<file path="src/rtl/arb_pkg.sv">
// Shared constants and FSM state type for the 8-way round-robin arbiter.
package arb_pkg;

  localparam int unsigned N     = 8;
  localparam int unsigned IDX_W = 3;

  typedef enum logic [1:0] {
    StIdle  = 2'b00,
    StGrant = 2'b01,
    StGap   = 2'b10
  } state_e;

endpackage

</file>
<file path="src/rtl/rr_arbiter8_if.sv">
// Requester-bank to arbiter bundle: request/release in, registered grant out.
interface rr_arbiter8_if;
  import arb_pkg::*;

  logic [N-1:0]     req;
  logic             done;
  logic [N-1:0]     gnt;
  logic [IDX_W-1:0] gnt_idx;
  logic             gnt_valid;
  logic             timeout;

  modport master (
    output req, done,
    input  gnt, gnt_idx, gnt_valid, timeout
  );

  modport slave (
    input  req, done,
    output gnt, gnt_idx, gnt_valid, timeout
  );

endinterface

</file>
<file path="src/rtl/rr_pick.sv">
// Combinational round-robin winner search: first set request at or above ptr, wrapping 7->0.
module rr_pick
  import arb_pkg::*;
(
  input  logic [N-1:0]     req,
  input  logic [IDX_W-1:0] ptr,
  output logic [IDX_W-1:0] win_idx,
  output logic             win_any
);

  logic [2*N-1:0]   dbl;
  logic [N-1:0]     rot;
  logic [IDX_W-1:0] off;

  // Rotate right by ptr so bit 0 of rot is the highest-priority requester.
  assign dbl = {req, req};
  assign rot = N'(dbl >> ptr);

  always_comb begin
    off = '0;
    for (int i = N - 1; i >= 0; i--) begin
      if (rot[i]) off = IDX_W'(i);
    end
  end

  assign win_any = |req;
  assign win_idx = ptr + off;

endmodule

</file>
<file path="src/rtl/rr_arbiter8.sv">
// Round-robin arbiter for 8 requesters with held grants, forced release and a break-before-make gap.
module rr_arbiter8
  import arb_pkg::*;
#(
  parameter int unsigned MAX_HOLD = 15
) (
  input  logic         clk,
  input  logic         rst,
  rr_arbiter8_if.slave bus
);

  localparam int unsigned CntW = $clog2(MAX_HOLD + 1);

  state_e           state_q, state_d;
  logic [IDX_W-1:0] ptr_q, ptr_d;
  logic [CntW-1:0]  cnt_q, cnt_d;
  logic [N-1:0]     gnt_q, gnt_d;
  logic [IDX_W-1:0] idx_q, idx_d;
  logic             to_q, to_d;

  logic [IDX_W-1:0] win_idx;
  logic             win_any;
  logic             hold_req, at_limit, release_now;

  rr_pick u_pick (
    .req     (bus.req),
    .ptr     (ptr_q),
    .win_idx (win_idx),
    .win_any (win_any)
  );

  assign hold_req    = bus.req[idx_q];
  assign at_limit    = (cnt_q == CntW'(MAX_HOLD - 1));
  assign release_now = bus.done || !hold_req || at_limit;

  always_ff @(posedge clk) begin
    if (rst) begin
      state_q <= StIdle;
      ptr_q   <= '0;
      cnt_q   <= '0;
      gnt_q   <= '0;
      idx_q   <= '0;
      to_q    <= 1'b0;
    end else begin
      state_q <= state_d;
      ptr_q   <= ptr_d;
      cnt_q   <= cnt_d;
      gnt_q   <= gnt_d;
      idx_q   <= idx_d;
      to_q    <= to_d;
    end
  end

  always_comb begin
    state_d = state_q;
    unique case (state_q)
      StIdle:  if (win_any) state_d = StGrant;
      StGrant: if (release_now) state_d = StGap;
      StGap:   state_d = StIdle;
      default: state_d = StIdle;
    endcase
  end

  always_comb begin
    gnt_d = gnt_q;
    idx_d = idx_q;
    ptr_d = ptr_q;
    cnt_d = cnt_q;
    to_d  = 1'b0;
    unique case (state_q)
      StIdle: begin
        if (win_any) begin
          gnt_d = N'(1) << win_idx;
          idx_d = win_idx;
          cnt_d = '0;
        end
      end
      StGrant: begin
        if (release_now) begin
          gnt_d = '0;
          idx_d = '0;
          ptr_d = idx_q + IDX_W'(1);
          // Flag only a release forced purely by the hold counter.
          to_d  = at_limit && !bus.done && hold_req;
        end else begin
          cnt_d = cnt_q + CntW'(1);
        end
      end
      StGap: begin
        gnt_d = '0;
        idx_d = '0;
      end
      default: begin
        gnt_d = '0;
        idx_d = '0;
      end
    endcase
  end

  assign bus.gnt       = gnt_q;
  assign bus.gnt_idx   = idx_q;
  assign bus.gnt_valid = |gnt_q;
  assign bus.timeout   = to_q;

endmodule

</file>
<file path="src/flat_wrapper.sv">
// flat-port wrapper written by rule: the top's interface ports become plain ports
module rr_arbiter8_flat import arb_pkg::*;
#(
  parameter int unsigned MAX_HOLD = 15
)
  (clk, rst, bus_req, bus_done, bus_gnt, bus_gnt_idx, bus_gnt_valid, bus_timeout);
  rr_arbiter8_if bus_i ();
  input  logic clk;
  input  logic rst;
  input wire logic [$bits(bus_i.req)-1:0] bus_req;
  input wire logic [$bits(bus_i.done)-1:0] bus_done;
  output wire logic [$bits(bus_i.gnt)-1:0] bus_gnt;
  output wire logic [$bits(bus_i.gnt_idx)-1:0] bus_gnt_idx;
  output wire logic [$bits(bus_i.gnt_valid)-1:0] bus_gnt_valid;
  output wire logic [$bits(bus_i.timeout)-1:0] bus_timeout;
  assign bus_i.req = bus_req;
  assign bus_i.done = bus_done;
  assign bus_gnt = bus_i.gnt;
  assign bus_gnt_idx = bus_i.gnt_idx;
  assign bus_gnt_valid = bus_i.gnt_valid;
  assign bus_timeout = bus_i.timeout;
  rr_arbiter8 #(.MAX_HOLD(MAX_HOLD)) u_core (.clk(clk), .rst(rst), .bus(bus_i));
endmodule
</file>
<file path="config.mk">
export PLATFORM = sky130hd
export DESIGN_NAME = rr_arbiter8_flat
export DESIGN_NICKNAME = d
export VERILOG_FILES = /design/src/rtl/arb_pkg.sv /design/src/rtl/rr_arbiter8_if.sv /design/src/rtl/rr_pick.sv /design/src/rtl/rr_arbiter8.sv /design/src/flat_wrapper.sv
export SDC_FILE = /design/constraint.sdc
export NUM_CORES = 1
export LEC_CHECK = 0
export CORE_AREA = 2 2 57 59
export DETAILED_ROUTE_END_ITERATION = 12
export DIE_AREA = 0 0 59 61
export PLACE_DENSITY = 0.79
export REMOVE_ABC_BUFFERS = 1
export SETUP_SLACK_MARGIN = 0.05
export SLEW_MARGIN = 20
export SYNTH_ARGS = -nofsm -noshare
export SYNTH_HDL_FRONTEND = slang
export SYNTH_HIERARCHICAL = 1
export SYNTH_SLANG_ARGS = --single-unit
export TNS_END_PERCENT = 50
</file>
<file path="constraint.sdc">
create_clock -name clk -period 4.72 [get_ports clk]
set_input_delay 0.944 -clock clk [delete_from_list [all_inputs] [get_ports clk]]
set_output_delay 0.944 -clock clk [all_outputs]
set_load 0.1 [all_outputs]
</file>
==> results of run 1 <==
## Yosys cell counts, types with 2 or more instances
library cell,instances
sky130_fd_sc_hd__inv_1,8
sky130_fd_sc_hd__xnor2_1,3
sky130_fd_sc_hd__mux4_1,7
sky130_fd_sc_hd__o21a_1,2
sky130_fd_sc_hd__o211ai_1,2
sky130_fd_sc_hd__buf_6,2
sky130_fd_sc_hd__mux2_2,3
sky130_fd_sc_hd__a21oi_1,2
sky130_fd_sc_hd__nor2b_1,4
sky130_fd_sc_hd__nor4_1,4
sky130_fd_sc_hd__a32o_1,5
sky130_fd_sc_hd__ha_1,4
sky130_fd_sc_hd__nand2b_1,3
sky130_fd_sc_hd__nand2_1,9
sky130_fd_sc_hd__a22o_1,6
sky130_fd_sc_hd__nor3_1,3
sky130_fd_sc_hd__a31oi_1,4
sky130_fd_sc_hd__and2_1,3
sky130_fd_sc_hd__o21ai_0,3
sky130_fd_sc_hd__a211oi_1,2
sky130_fd_sc_hd__buf_2,3
sky130_fd_sc_hd__nand3_1,5
sky130_fd_sc_hd__nor2_1,11
sky130_fd_sc_hd__mux2i_1,10
sky130_fd_sc_hd__and3_1,2
sky130_fd_sc_hd__dfxtp_1,21
## kinds of logic after synthesis
kind of cell    after synthesis
simple gates                 49
flops                        21
fa+ha+maj                     5
compound gates               35
mux                          21
buf+inv                      14
xor+xnor                      3
## state kept, by name, indices dropped and copies added (netlist names)
| name | count |
|---|---|
| u_core/bus.gnt | 8 |
| u_core/cnt_q | 4 |
| u_core/bus.gnt_idx | 3 |
| u_core/ptr_q | 3 |
| u_core/state_q | 2 |
| u_core/bus.timeout | 1 |
## power breakdown
part / total, uW / internal (uW) / switching (uW)
clock network: 86.8 / 31.6 / 55.2
registers: 237 / 199 / 37.2
logic: 452 / 154 / 299
total: 776 / 385 / 391
## path summary, 6_finish.rpt
check | startpoint | endpoint | slack (ns) | depth (start not counted)
hold / removal | u_core/bus.gnt[6] | u_core/bus.gnt[6] | 0.50 | 1
hold reg to reg | u_core/bus.gnt[6] | u_core/bus.gnt[6] | 0.50 | 1
setup reg to reg | u_core/ptr_q[0] | u_core/bus.gnt[1] | 1.08 | 13
setup / recovery | bus_req[7] | u_core/bus.gnt[1] | 0.64 | 14
## critical path: stages
cell and delay, ns:
sky130_fd_sc_hd__clkdlybuf4s50_1 0.51, sky130_fd_sc_hd__mux4_1 0.57, sky130_fd_sc_hd__mux2i_1 0.27, sky130_fd_sc_hd__o311ai_0 0.20
sky130_fd_sc_hd__a21bo_2 0.24, sky130_fd_sc_hd__a31oi_1 0.18, sky130_fd_sc_hd__ha_1 0.17, sky130_fd_sc_hd__inv_1 0.05
sky130_fd_sc_hd__fa_1 0.37, sky130_fd_sc_hd__xnor2_1 0.15, sky130_fd_sc_hd__xnor2_1 0.14, sky130_fd_sc_hd__buf_4 0.16
sky130_fd_sc_hd__nor3_1 0.23, sky130_fd_sc_hd__a22o_1 0.16
## metrics by stage
stage	setup slack, ns	instance area [sq um]	hold slack, ns	power (uW)
floorplan	1.04	1460	0.452	583
global placement	0.491	1730	0.470	679
detailed placement	0.323	1730	0.477	690
CTS	0.651	1760	0.504	775
global route	0.413	1760	0.517	813
finish	0.639	1760	0.501	776
## metal layers
metal / GRT usage (%) / vias up
met4: 8.77 / 0
met3: 1.92 / 8
li1: - / 624
met2: 35.7 / 21
met5: 0 / -
met1: 24.3 / 634
## placed cells by master (no fill, tap or decap), types with 3 or more instances in the layout
master,Yosys,layout
sky130_fd_sc_hd__nor2b_1,4,4
sky130_fd_sc_hd__dfxtp_1,21,21
sky130_fd_sc_hd__ha_1,4,4
sky130_fd_sc_hd__a22o_1,6,6
sky130_fd_sc_hd__nand2_1,9,9
sky130_fd_sc_hd__mux2i_1,10,10
sky130_fd_sc_hd__and2_1,3,3
sky130_fd_sc_hd__inv_1,8,8
sky130_fd_sc_hd__a31oi_1,4,4
sky130_fd_sc_hd__nand2b_1,3,3
sky130_fd_sc_hd__nor4_1,4,4
sky130_fd_sc_hd__nor3_1,3,3
sky130_fd_sc_hd__clkdlybuf4s50_1,0,23
sky130_fd_sc_hd__xnor2_1,3,3
sky130_fd_sc_hd__mux4_1,7,7
sky130_fd_sc_hd__nand3_1,5,5
sky130_fd_sc_hd__mux2_2,3,3
sky130_fd_sc_hd__nor2_1,11,11
sky130_fd_sc_hd__a32o_1,5,5
sky130_fd_sc_hd__clkbuf_4,0,3
## cell type report
cell class / instances / share of cell area (%)
sequential: 21 / 23.9
inverter: 8 / 1.70
multi-input combinational: 113 / 57.0
timing repair buffer: 24 / 13.5
clock buffer: 3 / 1.28
tap: 33 / 2.34
clock inverter: 1 / 0.284
==> flow_results.xml, run 1 <==
<?xml version="1.0" encoding="UTF-8"?>
<metrics>
  <group name="timing">
    <metric name="fin_worst_skew" unit="ns">0.000855</metric>
    <metric name="tightestPinTransition" unit="ns">0.974</metric>
    <metric name="min_period_over_period" unit="%">86.5</metric>
    <metric name="min_period" unit="ns">4.08</metric>
    <metric name="clock.fmax" unit="MHz">245</metric>
    <metric name="rsz0062_at_grt" unit="">false</metric>
    <metric name="timing.setup.tns" unit="ns">0</metric>
    <metric name="hold_viol" unit="">0</metric>
    <metric name="setup_viol_count_final" unit="">0</metric>
    <metric name="relSlewSlack" unit="%">34.9</metric>
    <metric name="timing_max_transition_violations_final" unit="">0</metric>
  </group>
  <group name="route">
    <metric name="m1WireLength" unit="mm">1.42</metric>
    <metric name="drt-initial-drc-count" unit="">71</metric>
    <metric name="detailroute.via_count" unit="">1287</metric>
    <metric name="route.met2.wl" unit="mm">1.74</metric>
    <metric name="route.antenna.remaining_nets" unit="">0</metric>
    <metric name="drt-vias-per-instance" unit="">6.34</metric>
    <metric name="met3_wirelength" unit="um">41</metric>
    <metric name="route.detailed.drc" unit="">0</metric>
    <metric name="top_layer" unit="">met4</metric>
    <metric name="avgRoutedWirePerCell" unit="um">16.0</metric>
    <metric name="drt_pre_antenna_iters" unit="">4</metric>
    <metric name="total_wirelength" unit="mm">3.26</metric>
  </group>
  <group name="final_layout">
    <metric name="antenna-diode-count" unit="">0</metric>
    <metric name="layout-drive-gt1-share" unit="%">8.82</metric>
    <metric name="fillCellCount" unit="">260</metric>
    <metric name="multiInputGateArea" unit="sq um">1000</metric>
    <metric name="final_cells" unit="">203</metric>
    <metric name="sequential_cell_area" unit="sq um">420</metric>
    <metric name="layout.nets" unit="">187</metric>
    <metric name="area_growth_syn_to_layout" unit="%">17.7</metric>
    <metric name="final_core_util" unit="%">59.7</metric>
  </group>
  <group name="synthesis">
    <metric name="synth_top_family_by_area" unit="">multiplexers</metric>
    <metric name="ys_ff_latch" unit="">21</metric>
    <metric name="synth_compound_area_share" unit="%">20.3</metric>
    <metric name="synthMuxAreaShare" unit="%">22.2</metric>
    <metric name="postSynth.topFlopCell" unit="">sky130_fd_sc_hd__dfxtp_1</metric>
    <metric name="async_reset_ff_share" unit="%">0</metric>
    <metric name="synth_xor_area_share" unit="%">1.76</metric>
    <metric name="yosysWarningCount" unit="">6</metric>
    <metric name="netlist_instances" unit="">148</metric>
    <metric name="synth_top_cell_area_share" unit="%">28.1</metric>
    <metric name="yosys.area.top_type" unit="">sky130_fd_sc_hd__dfxtp_1</metric>
    <metric name="synth-simple-area-share" unit="%">18.1</metric>
    <metric name="synth_edf_count" unit="">0</metric>
    <metric name="synth_top_cells_by_area" unit="">sky130_fd_sc_hd__dfxtp_1 (28%), sky130_fd_sc_hd__mux4_1 (12%), sky130_fd_sc_hd__mux2i_1 (6.7%)</metric>
    <metric name="post_synth_fa_ha_maj_area_fraction" unit="%">4.68</metric>
    <metric name="seq_area_frac_synth" unit="%">28.1</metric>
    <metric name="netlist_area" unit="sq um">1500</metric>
    <metric name="yosysUniqueCellTypes" unit="">43</metric>
    <metric name="syn-mean-instance-area" unit="sq um">10.1</metric>
  </group>
  <group name="cts">
    <metric name="clock-sinks" unit="">21</metric>
    <metric name="cts_hold_repair.buffers" unit="">0</metric>
    <metric name="cts.clk_slew.worst_paths" unit="ns">0.12</metric>
    <metric name="cts-htree-levels" unit="">1</metric>
    <metric name="tritoncts_clock_tree" unit="">done</metric>
    <metric name="cts_root_buffer" unit="">sky130_fd_sc_hd__clkbuf_4</metric>
    <metric name="cts_buffer_depth" unit="">2</metric>
    <metric name="cts_buffers" unit="">3</metric>
    <metric name="cts_post_setup_buffers_inserted" unit="">0</metric>
    <metric name="post_cts_resize_count" unit="">0</metric>
    <metric name="clk-insertion-delay-late" unit="ns">0.30</metric>
  </group>
  <group name="die">
    <metric name="count_of_standard_cell_rows" unit="">20</metric>
    <metric name="floorplan.die.width" unit="um">59</metric>
    <metric name="ioPinCount" unit="">24</metric>
    <metric name="die_ar" unit="sq um">3600</metric>
    <metric name="chipHeight" unit="um">61</metric>
    <metric name="initial_utilization" unit="%">50.7</metric>
    <metric name="core_region_area" unit="sq um">2950</metric>
  </group>
  <group name="place">
    <metric name="dp_hpwl" unit="mm">2.49</metric>
    <metric name="gp_routability_congestion" unit="">0.838</metric>
    <metric name="io_buffers" unit="">23</metric>
    <metric name="post-place-cells" unit="">199</metric>
  </group>
  <group name="grt">
    <metric name="grt_remaining_overflow" unit="">0</metric>
    <metric name="via_count_of_the_first_global_routing_pass" unit="">1215</metric>
    <metric name="antenna_violations_before_repair" unit="">0</metric>
    <metric name="grt_first_pass_wirelength" unit="mm">5.46</metric>
    <metric name="grt_max_degree" unit="">15</metric>
    <metric name="global_route.usage.total" unit="%">19.9</metric>
  </group>
  <group name="power">
    <metric name="power.ir.vdd_worst" unit="mV">0.202</metric>
    <metric name="power_density_of_the_placed_cells" unit="nW/um^2">440</metric>
    <metric name="p_leak" unit="uW">0.000642</metric>
  </group>
  <group name="critical_path">
    <metric name="worst-path-max-fanout" unit="">7</metric>
    <metric name="worst-endpoint-arrival" unit="ns">4.34</metric>
    <metric name="path_class" unit="">in2reg</metric>
    <metric name="crit_path_start_kind" unit="">primary input</metric>
    <metric name="end_kind" unit="">flip-flop</metric>
    <metric name="crit_required" unit="ns">4.98</metric>
  </group>
  <group name="job">
    <metric name="cap_violations" unit="">0</metric>
  </group>
  <group name="hold_path">
    <metric name="hp-class" unit="">reg2reg</metric>
  </group>
  <group name="status">
    <metric name="status" unit="">completed</metric>
  </group>
</metrics>
(Power assumes the default switching activity.)
==> run 2, diff against run 1 <==
--- a/config.mk
+++ b/config.mk
@@ -8,7 +8,7 @@
 export CORE_AREA = 2 2 57 59
 export DETAILED_ROUTE_END_ITERATION = 12
 export DIE_AREA = 0 0 59 61
-export PLACE_DENSITY = 0.79
+export PLACE_DENSITY_LB_ADDON = 0.12
 export REMOVE_ABC_BUFFERS = 1
 export SETUP_SLACK_MARGIN = 0.05
 export SLEW_MARGIN = 20
==> run 2 against run 1 <==
Non-clock buffer count increased by 2. Sequential power is essentially flat. Total power decreased by 0.38%. Clock power fell by 2.6%. Register-to-register slack lost 0.04 ns. Via count increased by 0.85%. Worst setup slack improved by 0.0025 ns. Global-route usage decreased by 0.11 points. Sequential share of layout area is 0.20 points lower. Cell area is 0.85% higher. Fmax is essentially flat. Highest routed layer unchanged.
==> flow_results.xml, run 2 (synthesis results as in run 1) <==
<?xml version="1.0" encoding="UTF-8"?>
<metrics>
  <group name="grt">
    <metric name="grt_use_met2" unit="%">35.4</metric>
    <metric name="grt_first_pass_wirelength" unit="mm">5.49</metric>
    <metric name="via_count_of_the_first_global_routing_pass" unit="">1208</metric>
    <metric name="grt_max_degree" unit="">15</metric>
    <metric name="global_route.usage.met1" unit="%">24.7</metric>
    <metric name="antenna_violations_before_repair" unit="">0</metric>
    <metric name="grt_remaining_overflow" unit="">0</metric>
    <metric name="grt_most_used_layer" unit="">met2</metric>
    <metric name="grtUsageMet3" unit="%">3.84</metric>
    <metric name="global_route.usage.total" unit="%">19.8</metric>
  </group>
  <group name="final_layout">
    <metric name="mostFrequentLayoutCells" unit="">sky130_fd_sc_hd__clkdlybuf4s50_1 (23), sky130_fd_sc_hd__dfxtp_1 (21), sky130_fd_sc_hd__nor2_1 (11)</metric>
    <metric name="largest_register_ff_count" unit="">8</metric>
    <metric name="area_growth_syn_to_layout" unit="%">18.7</metric>
    <metric name="postLayoutCellArea" unit="sq um">1780</metric>
    <metric name="antenna-diode-count" unit="">0</metric>
    <metric name="layout-drive-gt1-share" unit="%">9.88</metric>
    <metric name="mostFrequentLayoutCell" unit="">sky130_fd_sc_hd__clkdlybuf4s50_1</metric>
    <metric name="layout.nets" unit="">189</metric>
  </group>
  <group name="power">
    <metric name="clkPwrFrac" unit="%">10.9</metric>
    <metric name="p_leak" unit="uW">0.000653</metric>
    <metric name="seq_power_share" unit="%">30.6</metric>
    <metric name="power.switching_fraction" unit="%">50.0</metric>
    <metric name="power.ir.vdd_worst" unit="mV">0.158</metric>
    <metric name="p_switching" unit="uW">387</metric>
    <metric name="power_density_of_the_placed_cells" unit="nW/um^2">435</metric>
    <metric name="p_int" unit="uW">386</metric>
    <metric name="report.power.total" unit="uW">773</metric>
    <metric name="power.combinational.fraction" unit="%">58.5</metric>
  </group>
  <group name="die">
    <metric name="chipHeight" unit="um">61</metric>
    <metric name="floorplan.die.width" unit="um">59</metric>
    <metric name="initial_utilization" unit="%">50.7</metric>
    <metric name="ioPinCount" unit="">24</metric>
    <metric name="core_region_area" unit="sq um">2950</metric>
    <metric name="count_of_standard_cell_rows" unit="">20</metric>
    <metric name="die_ar" unit="sq um">3600</metric>
  </group>
  <group name="route">
    <metric name="drt_pre_antenna_iters" unit="">4</metric>
    <metric name="drt-vias-per-instance" unit="">6.33</metric>
    <metric name="total_wirelength" unit="mm">3.27</metric>
    <metric name="avgRoutedWirePerCell" unit="um">15.9</metric>
    <metric name="drt-initial-drc-count" unit="">58</metric>
    <metric name="route.antenna.remaining_nets" unit="">0</metric>
    <metric name="route.detailed.drc" unit="">0</metric>
    <metric name="detailroute.via_count" unit="">1298</metric>
  </group>
  <group name="critical_path">
    <metric name="cpMaxStageDelayCell" unit="">sky130_fd_sc_hd__mux4_1</metric>
    <metric name="cpPeakStageDelay" unit="ns">0.57</metric>
    <metric name="path_class" unit="">in2reg</metric>
    <metric name="timing.critical_path.mode_cell" unit="">sky130_fd_sc_hd__xnor2_1</metric>
    <metric name="cpLargestDelayFamily" unit="">compound AO/OA/AOI/OAI gates</metric>
    <metric name="reg_to_reg_slack_setup" unit="ns">1.04</metric>
    <metric name="crit_buf_inv" unit="">2</metric>
    <metric name="end_kind" unit="">flip-flop</metric>
    <metric name="worst-endpoint-arrival" unit="ns">4.28</metric>
    <metric name="worst-path-max-fanout" unit="">7</metric>
    <metric name="crit_required" unit="ns">4.92</metric>
    <metric name="crit_path_start_kind" unit="">primary input</metric>
    <metric name="crit_chain" unit="">clkdlybuf4s50_1 &gt; mux4_1 &gt; mux2i_1 &gt; o311ai_0 &gt; a21bo_2 &gt; a31oi_1 &gt; ha_1 &gt; inv_1 &gt; fa_1 &gt; xnor2_1 &gt; xnor2_1 &gt; nor2b_1 &gt; a22o_1</metric>
  </group>
  <group name="cts">
    <metric name="cts_hold_repair.buffers" unit="">0</metric>
    <metric name="cts_buffer_depth" unit="">2</metric>
    <metric name="post_cts_resize_count" unit="">0</metric>
    <metric name="cts_root_buffer" unit="">sky130_fd_sc_hd__clkbuf_4</metric>
    <metric name="cts_buffers" unit="">3</metric>
    <metric name="tritoncts_clock_tree" unit="">done</metric>
    <metric name="cts_post_setup_buffers_inserted" unit="">0</metric>
    <metric name="clk-insertion-delay-late" unit="ns">0.30</metric>
    <metric name="cts-htree-levels" unit="">1</metric>
    <metric name="clock-sinks" unit="">21</metric>
    <metric name="cts.clk_slew.worst_paths" unit="ns">0.12</metric>
  </group>
  <group name="place">
    <metric name="gp_routability_congestion" unit="">0.842</metric>
    <metric name="dp_hpwl" unit="mm">2.58</metric>
    <metric name="io_buffers" unit="">23</metric>
    <metric name="placement.cell_area" unit="sq um">1750</metric>
  </group>
  <group name="timing">
    <metric name="rsz0062_at_grt" unit="">false</metric>
    <metric name="setup_viol_count_final" unit="">0</metric>
    <metric name="tightestPinTransition" unit="ns">0.969</metric>
    <metric name="min_period_over_period" unit="%">86.4</metric>
    <metric name="fin_worst_skew" unit="ns">0.00298</metric>
    <metric name="min_period" unit="ns">4.08</metric>
    <metric name="relSlewSlack" unit="%">35.2</metric>
    <metric name="timing_max_transition_violations_final" unit="">0</metric>
    <metric name="timing.setup.tns" unit="ns">0</metric>
    <metric name="hold_viol" unit="">0</metric>
    <metric name="clock.fmax" unit="MHz">245</metric>
  </group>
  <group name="status">
    <metric name="status" unit="">completed</metric>
  </group>
  <group name="job">
    <metric name="cap_violations" unit="">0</metric>
  </group>
  <group name="hold_path">
    <metric name="hp-class" unit="">reg2reg</metric>
  </group>
</metrics>
[run 2: cell types whose count changed in the layout (fill, tap and decap cells not counted)]
cell                      delta
sky130_fd_sc_hd__buf_4       +2
sky130_fd_sc_hd__o21ai_0     +1
sky130_fd_sc_hd__o21ai_1     -1
[run 2: through the flow]
step | util (%) | hold WS [ns] | setup WS, ns | instances
3_5_place_dp | 59.2 | 0.488 | 0.371 | 201
3_3_place_gp | 59.2 | 0.471 | 0.472 | 201
2_1_floorplan | - | 0.452 | 1.04 | 142
4_1_cts | 60.2 | 0.517 | 0.681 | 205
5_1_grt | 60.2 | 0.543 | 0.378 | 205
6_report | 60.2 | 0.511 | 0.642 | 205
[run 2: final timing paths]
path	startpoint	endpoint	depth (start not counted)
min reg2reg	u_core/bus.gnt[5]	u_core/bus.gnt[5]	1
min	u_core/bus.gnt[5]	u_core/bus.gnt[5]	1
max	bus_req[6]	u_core/bus.gnt[2]	13
max reg2reg	u_core/ptr_q[0]	u_core/bus.gnt[2]	12
[run 2: metal layers]
layer / routed length (um) / vias up
met4: 15 / 0
li1: - / 629
met3: 65 / 2
met5: 0 / -
met1: 1470 / 652
met2: 1710 / 15
[run 2: layout make-up]
class	instances	area [sq um]
tap	33	41.3
sequential	21	420
inverter	8	30.0
multi-input combinational	113	1000
timing repair buffer	26	253
clock buffer	3	22.5
fill	253	1180
clock inverter	1	5.00
[run 2: worst reg2reg max path: stages, from the launching register on]
cell	delay (ns)
sky130_fd_sc_hd__dfxtp_1	0.68
sky130_fd_sc_hd__mux4_1	0.66
sky130_fd_sc_hd__mux2i_1	0.24
sky130_fd_sc_hd__o311ai_0	0.20
sky130_fd_sc_hd__a21bo_2	0.26
sky130_fd_sc_hd__a31oi_1	0.17
sky130_fd_sc_hd__ha_1	0.17
sky130_fd_sc_hd__inv_1	0.05
sky130_fd_sc_hd__fa_1	0.37
sky130_fd_sc_hd__xnor2_1	0.14
sky130_fd_sc_hd__xnor2_1	0.33
sky130_fd_sc_hd__nor2b_1	0.12
sky130_fd_sc_hd__a22o_1	0.21
[run 2: power by group through the flow]
stage / Combinational [uW] / Sequential [uW] / Clock [uW]
finish: 452 / 236 / 84.5
global route: 481 / 241 / 93.8
CTS: 452 / 236 / 87.9
detailed placement: 452 / 241 / 0
global placement: 444 / 239 / 0
floorplan: 242 / 341 / 0
==> run 3, diff against run 2 <==
--- a/config.mk
+++ b/config.mk
@@ -6,6 +6,7 @@
 export NUM_CORES = 1
 export LEC_CHECK = 0
 export CORE_AREA = 2 2 57 59
+export CTS_CLUSTER_DIAMETER = 60
 export DETAILED_ROUTE_END_ITERATION = 12
 export DIE_AREA = 0 0 59 61
 export PLACE_DENSITY_LB_ADDON = 0.12
==> results of run 3 <==
Final layout, timing and power as in run 2 (identical DEF).
